--- config.mk ---
export PLATFORM = sky130hd
export DESIGN_NAME = alu_arbiter
export DESIGN_NICKNAME = d
export VERILOG_FILES = /design/src/rtl/alu_arbiter.sv
export SDC_FILE = /design/constraint.sdc
export NUM_CORES = 1
export LEC_CHECK = 0
export BUFFER_PORTS_ARGS = -buffer_cell sky130_fd_sc_hd__buf_2
export CAP_MARGIN = 20
export CORE_MARGIN = 2
export CORE_UTILIZATION = 45
export CTS_BUF_LIST = sky130_fd_sc_hd__clkbuf_16
export CTS_CLUSTER_SIZE = 10
export DETAILED_ROUTE_END_ITERATION = 6
export GPL_ROUTABILITY_DRIVEN = 0
export GPL_TIMING_DRIVEN = 1
export PLACE_DENSITY = 0.77
export SLEW_MARGIN = 15
export SYNTH_ARGS = -nofsm -noshare
export SYNTH_HDL_FRONTEND = slang
export SYNTH_SLANG_ARGS = --single-unit
--- constraint.sdc ---
create_clock -name clk -period 9.44 [get_ports clk]
set_input_delay 1.888 -clock clk [delete_from_list [all_inputs] [get_ports clk]]
set_output_delay 1.888 -clock clk [all_outputs]
set_load 0.01 [all_outputs]
--- src/rtl/alu_arbiter.sv ---
`default_nettype none
// ============================================================================
// Module      : alu_arbiter
// Description : Shares one external 16-bit combinational ALU between N_REQ
//               requesters. A round-robin arbiter picks one request in IDLE,
//               latches its operands and opcode into the registers that drive
//               the ALU, captures the ALU output one cycle later, and presents
//               it on a valid/ready response channel tagged with the ID of the
//               requester that issued it.
//
// Ports       : clk, reset      clock, asynchronous active-high reset
//               req_valid/ready per-requester request handshake (one-hot ready)
//               req_a/b/sel     packed per-requester operands and opcode
//               alu_a/b/sel     operand registers driving the shared ALU
//               alu_result      combinational ALU output
//               resp_valid/ready/data/id  response channel
//               busy            high whenever the FSM is not idle
//               op_count        completed-response counter (wraps at 16 bits)
//
// Revision    : 1.0  initial release
// ============================================================================
module alu_arbiter #(
    parameter int N_REQ = 4,
    parameter int ID_W  = 2
) (
    input  logic                 clk,
    input  logic                 reset,
    input  logic [N_REQ-1:0]     req_valid,
    output logic [N_REQ-1:0]     req_ready,
    input  logic [16*N_REQ-1:0]  req_a,
    input  logic [16*N_REQ-1:0]  req_b,
    input  logic [3*N_REQ-1:0]   req_sel,
    output logic [15:0]          alu_a,
    output logic [15:0]          alu_b,
    output logic [2:0]           alu_sel,
    input  logic [15:0]          alu_result,
    output logic                 resp_valid,
    input  logic                 resp_ready,
    output logic [15:0]          resp_data,
    output logic [ID_W-1:0]      resp_id,
    output logic                 busy,
    output logic [15:0]          op_count
);

    localparam int PTR_W = (N_REQ > 1) ? $clog2(N_REQ) : 1;

    localparam logic [1:0] S_IDLE = 2'd0;
    localparam logic [1:0] S_EXEC = 2'd1;
    localparam logic [1:0] S_RESP = 2'd2;

    logic [1:0]        r_state;
    logic [1:0]        w_state_next;
    logic [PTR_W-1:0]  r_rr_ptr;

    logic [15:0]       r_alu_a;
    logic [15:0]       r_alu_b;
    logic [2:0]        r_alu_sel;
    logic [15:0]       r_resp_data;
    logic [ID_W-1:0]   r_resp_id;
    logic              r_resp_valid;
    logic [15:0]       r_op_count;

    logic              w_found;
    logic [N_REQ-1:0]  w_win_onehot;
    logic [ID_W-1:0]   w_win_id;
    logic [PTR_W-1:0]  w_win_ptr_next;
    logic [15:0]       w_win_a;
    logic [15:0]       w_win_b;
    logic [2:0]        w_win_sel;

    logic              w_accept;

    // ------------------------------------------------------------------------
    // Round-robin winner search. The candidate list is walked twice: the first
    // lap only considers indices at or above rr_ptr, the second lap only those
    // below it, which yields the order rr_ptr..N_REQ-1, 0..rr_ptr-1 while
    // keeping every vector index a loop constant.
    // ------------------------------------------------------------------------
    always_comb begin
        w_found        = 1'b0;
        w_win_onehot   = '0;
        w_win_id       = '0;
        w_win_ptr_next = '0;
        w_win_a        = '0;
        w_win_b        = '0;
        w_win_sel      = '0;
        for (int k = 0; k < 2 * N_REQ; k++) begin
            if (!w_found && req_valid[k % N_REQ] &&
                ((k < N_REQ) ? (PTR_W'(k % N_REQ) >= r_rr_ptr)
                             : (PTR_W'(k % N_REQ) <  r_rr_ptr))) begin
                w_found                    = 1'b1;
                w_win_onehot[k % N_REQ]    = 1'b1;
                w_win_id                   = ID_W'(k % N_REQ);
                w_win_ptr_next             = ((k % N_REQ) == N_REQ - 1) ? '0
                                             : PTR_W'((k % N_REQ) + 1);
                w_win_a                    = req_a[(k % N_REQ)*16 +: 16];
                w_win_b                    = req_b[(k % N_REQ)*16 +: 16];
                w_win_sel                  = req_sel[(k % N_REQ)*3 +: 3];
            end
        end
    end

    assign w_accept = (r_state == S_IDLE) && w_found;

    // ------------------------------------------------------------------------
    // FSM: state register
    // ------------------------------------------------------------------------
    always_ff @(posedge clk or posedge reset) begin
        if (reset) begin
            r_state <= S_IDLE;
        end else begin
            r_state <= w_state_next;
        end
    end

    // ------------------------------------------------------------------------
    // FSM: next-state logic
    // ------------------------------------------------------------------------
    always_comb begin
        w_state_next = r_state;
        case (r_state)
            S_IDLE:  if (w_found)    w_state_next = S_EXEC;
            S_EXEC:                  w_state_next = S_RESP;
            S_RESP:  if (resp_ready) w_state_next = S_IDLE;
            default:                 w_state_next = S_IDLE;
        endcase
    end

    // ------------------------------------------------------------------------
    // FSM: outputs. req_ready is forced low during reset because the grant is
    // combinational and would otherwise follow req_valid while reset is held.
    // ------------------------------------------------------------------------
    always_comb begin
        req_ready = '0;
        busy      = 1'b0;
        if (r_state == S_IDLE) begin
            if (!reset) begin
                req_ready = w_win_onehot;
            end
        end else begin
            busy = 1'b1;
        end
    end

    // ------------------------------------------------------------------------
    // Datapath: operand latch, response capture, pointer and counter
    // ------------------------------------------------------------------------
    always_ff @(posedge clk or posedge reset) begin
        if (reset) begin
            r_rr_ptr     <= '0;
            r_alu_a      <= '0;
            r_alu_b      <= '0;
            r_alu_sel    <= '0;
            r_resp_data  <= '0;
            r_resp_id    <= '0;
            r_resp_valid <= 1'b0;
            r_op_count   <= '0;
        end else begin
            if (w_accept) begin
                r_alu_a   <= w_win_a;
                r_alu_b   <= w_win_b;
                r_alu_sel <= w_win_sel;
                r_resp_id <= w_win_id;
                r_rr_ptr  <= w_win_ptr_next;
            end
            if (r_state == S_EXEC) begin
                r_resp_data  <= alu_result;
                r_resp_valid <= 1'b1;
            end
            if ((r_state == S_RESP) && resp_ready) begin
                r_resp_valid <= 1'b0;
                r_op_count   <= r_op_count + 16'd1;
            end
        end
    end

    assign alu_a      = r_alu_a;
    assign alu_b      = r_alu_b;
    assign alu_sel    = r_alu_sel;
    assign resp_valid = r_resp_valid;
    assign resp_data  = r_resp_data;
    assign resp_id    = r_resp_id;
    assign op_count   = r_op_count;

endmodule
`default_nettype wire

Yosys cells after proc, flatten, opt, wreduce, memory -nomap -nowiden
Cells that the tools add are included.

storage, ports and cells
  logic and storage cells = 111
  flip-flop bits (word level) = 74
  output and inout port bits = 75
  bits of input ports = 163

cells by class
  muxes and demuxes = 62
  equality and inequality tests = 4
  magnitude comparators = 8
  $add $sub $neg = 1
  reduce and logical (&&, ||, !) cells = 27

operators by type and width
  kind                     count
  $mux W16                 16
  $mux W2                  15
  $mux W3                  8
  $mux W1                  20
  $logic_and A1 B1 Y1      17
  $add A16 B1 Y16 const B  1
  $mux W4                  2
  $logic_not A1 Y1         7
  $pmux W2 S3              1
  $ge A1 B2 Y1 const A     2
  $ge A2 B2 Y1 const A     2
  $lt A1 B2 Y1 const A     2
  $lt A2 B2 Y1 const A     2
  $ne A2 B2 Y1 const B     2
  $eq A2 B1 Y1 const B     1
  $eq A2 B2 Y1 const B     1
  $logic_not A2 Y1         1
  $reduce_and A2 Y1        1
  $reduce_bool A2 Y1       1

Longest topological paths before layout
  depth after elaboration = 33
  mapped depth = 8
  gate-level depth less buffers = 6

Worst setup path after synthesis
No wires, ideal clock.

  path kind = input to output
  from = in reset
  to = out req_ready[3]
  arrival time = 4.094 ns
  cell stages on the path = 3
  data required time = 7.552 ns
  path slack = 3.458 ns
  path buffers = 0
  cell sequence = inv_1 > nand2_1 > nor3_1

between the ends
  longest elaborated chain between the ends = 2

ends and longest elaborated chain
  element          RTL line  RTL
  start, declared  27        input logic reset,
  $mux W4          137       if (!reset) begin
  $mux W4          136       if (r_state == S_IDLE) begin
  end, declared    29        output logic [N_REQ-1:0] req_ready,

Every way passes these cells.

Worst setup path in the final report
  from = in req_valid[1]
  to = out req_ready[2]

between the ends
  longest elaborated chain between the ends = 25
  elaborated cells between the ends (all ways) = 26
  classes of those cells = 9 x mux; 17 x reduce/logical

ends and longest elaborated chain
  element                            RTL line  RTL
  start, declared                    28        input logic [N_REQ-1:0] req_valid,
  $logic_and A1 B1 Y1 (2 in series)  88        if (!w_found && req_valid[k % N_REQ] &&
  $mux W1                            88
  $logic_not A1 Y1                   88
  $logic_and A1 B1 Y1 (2 in series)  88
  $mux W1                            88
  $logic_not A1 Y1                   88
  $logic_and A1 B1 Y1 (2 in series)  88
  $mux W1                            88
  [... 4 more ...]                   -
  $logic_not A1 Y1                   88
  $logic_and A1 B1 Y1 (2 in series)  88
  $mux W1                            88
  $logic_not A1 Y1                   88
  $logic_and A1 B1 Y1 (2 in series)  88
  $mux W1 *                          88
  $mux W4 *                          137
  $mux W4 *                          136

Every way passes the cells marked *; elsewhere a longest branch is shown, timed or not.

==> flow_metrics.tcl <==
set metrics [dict create \
    status "complete, no violations" \
    cts_sinks 74 \
    grt_antenna_before_repair 2 \
    period_minus_slack_ps 5730 \
    drive_above_1_share 0.388 \
    syn_area_sq_mm 0.00529 \
    num_rows 39 \
    hold_viol 0 \
    finalWorstSetupSlack_ps 3710 \
    cts_hold_buf 0 \
    wl_per_cell_um 20.0 \
    die_w_um 112 \
    clk_latency_ps 340 \
    fin_skew_ps 7.11 \
    worst_setup_path_start_kind "primary input" \
    track_usage 0.307 \
    r2r-end "alu_a[10]$_DFFE_PP0P_" \
    yosysSeqAreaShare 0.350 \
    cts_root_buf "clkbuf_16" \
    drc 0 \
    final.setup.tns_ps 0 \
    stdcell_area_sq_mm 0.00684 \
    rsz0062_at_grt "no" \
    nets 1005 \
    cp_data_required_time_ps 7550 \
    drt-total-wl_mm 19.9 \
    cts_tree "done" \
    cts-htree-levels 3 \
    dr.pass1.iters 5 \
    vias 6180 \
    post-cts-setup-buffers 0 \
    die_h_um 112 \
    relSlewSlack 0.285 \
    post-route-period-util 0.607 \
    grt_start_max_net_pins 46 \
    power_mw 2.00 \
    path_max_fanout 42 \
    area.growth.synth_to_final_pct 29.5 \
    maxCapViolCount 0 \
    start_util 0.463 \
    hp-start "op_count[15]$_DFFE_PP0P_" \
    arrival_ps 3840 \
    viasPerCell 6.24 \
    fill_cells 1069 \
    powerDensity_mw_per_mm2 292 \
    r2r_slack_ps 6590 \
    whs_ps 471 \
    slew_violations 0 \
    io_pins 238 \
    r2r-start "r_rr_ptr[1]$_DFFE_PP0P_" \
    clockBufferDepth 2 \
    grt_pass1_wl_mm 31.2 \
    yosysWarnings 0 \
    grt-ovfl-total 0 \
    cts_buffers 9 \
    clk_pin_slew_ps 60 \
    min_path_type "flop to flop" \
    ys_async_sr_fraction 1.00 \
    dpl_cell_area_sq_mm 0.00652 \
    ys_ff_latch 74 \
    whs_path_depth 1 \
    cts_resized 0 \
    grt_pass1_vias 6042 \
    die_area_sq_mm 0.0126 \
    crit_path_end_kind "primary output" \
    port_buffers 237 \
    setup_viol 0 \
    tightestPinTransition_ps 1070 \
    synth_cells 640 \
    dp_slack_ps 3450 \
    reg2reg_depth 6 \
    power_leakage_nw 3.05 \
    path_class "primary input to primary output" \
    synth.distinct_cells 50 \
    synthFlopType "dfrtp_1" \
    dp_hpwl_mm 13.3 \
    peakVddDrop_v 0.000203 \
    holdPathEnd "op_count[15]$_DFFE_PP0P_" \
    synth_area_per_cell_sq_um 8.26 \
    drt_iter0_drc 680 \
    synth_fp_nets 804 \
    ant_nets 0 \
    fmax_mhz 174 \
    core_sq_mm 0.0114 \
    synth_edf_count 0 \
]
sequential cells by signal, indices dropped and copies added (netlist names):
signal	cells
alu_a	16
alu_b	16
alu_sel	3
op_count	16
r_rr_ptr	2
r_state	2
resp_data	16
resp_id	2
resp_valid	1
where the power goes:
group / internal (mW) / leakage (nW) / switching, mW
clock: 0.210 / 0.149 / 0.153
sequential: 0.462 / 0.877 / 0.0970
combinational: 0.456 / 2.03 / 0.623
total: 1.13 / 3.05 / 0.873
metrics by stage:
step                       util  cells
final                     0.599    991
after global routing      0.599    991
after CTS                 0.598    989
after detailed placement  0.571    973
after global placement    0.571    973
after floorplan               -    640
metal layers:
layer / global-route usage / wire length (um) / vias to the layer above
met5: 0 / 0 / -
met4: 0.110 / 541 / 0
met3: 0.0659 / 2160 / 53
met2: 0.520 / 9400 / 433
met1: 0.390 / 7760 / 2900
li1: - / - / 2794
worst max-delay path, stage by stage:
cell and delay [ps]:
buf_2 360, nor3_1 460, nand3_2 620, a21oi_1 350, buf_2 160
logic make-up after synthesis:
| group | share of synthesized area |
|---|---|
| AND/OR/NAND/NOR | 0.229 |
| multiplexers | 0.0381 |
| buffers and inverters | 0.0561 |
| adder cells (fa/ha/maj) | 0.00237 |
| XOR/XNOR | 0.0249 |
| flip-flops | 0.350 |
| AO/OA/AOI/OAI | 0.299 |
cells in the mapped netlist (18+ instances only):
master / instances / area (sq um)
a21oi_1: 44 / 220
a31o_2: 21 / 184
a41oi_1: 18 / 158
and2_1: 19 / 119
and3_1: 21 / 131
clkbuf_1: 49 / 184
dfrtp_1: 74 / 1850
nand2_1: 56 / 210
nand3_1: 50 / 250
nor2_1: 44 / 165
o21ai_0: 68 / 340
placed cells by master, fill, tap and decap left out, types with 2 or more instances in the layout:
cell type,netlist,final
nand3_1,50,49
nor2_1,44,41
buf_2,6,237
a31oi_1,4,4
a22oi_1,4,4
inv_6,0,3
nor2b_1,3,2
buf_4,2,15
a21oi_1,44,42
o41ai_2,4,4
or3_1,17,17
and3_1,21,21
mux2_2,17,17
clkbuf_16,0,9
inv_1,6,5
nand3b_1,2,2
and2_1,19,19
a41oi_1,18,18
and2_4,4,4
o21a_1,7,7
a21oi_2,0,2
a31o_2,21,21
nand2b_1,4,4
xor2_1,3,3
nand2_1,56,56
nor2_4,0,2
o21ai_0,68,68
o211a_1,4,4
nor3_1,3,3
xnor2_1,12,12
nand4_1,3,3
o32ai_1,10,10
o31ai_1,17,17
dfrtp_1,74,74
nor3b_1,6,6
o221ai_1,10,10
diode_2,0,2
o2111a_1,10,10
final cells by class:
cell class / instances / area [sq um] / area share
Inverter: 6 / 23.8 / 0.00347
Clock buffer: 9 / 225 / 0.0329
Tap cell: 143 / 179 / 0.0261
Multi-Input combinational cell: 498 / 3180 / 0.464
Antenna cell: 2 / 5.00 / 0.000731
Clock inverter: 7 / 83.8 / 0.0123
Sequential cell: 74 / 1850 / 0.271
Timing Repair Buffer: 252 / 1300 / 0.190
worst max path at each step:
stage	start	to	slack [ps]	cells after the start
2_1_floorplan	reset	req_ready[3]	3460	3
5_1_grt	req_valid[1]	req_ready[2]	3570	5
6_report	req_valid[1]	req_ready[2]	3710	5
3_5_place_dp	req_valid[1]	req_ready[2]	3450	5
4_1_cts	req_valid[1]	req_ready[2]	3430	5
3_3_place_gp	req_valid[1]	req_ready[2]	3530	5
(Power assumes the default switching activity.)
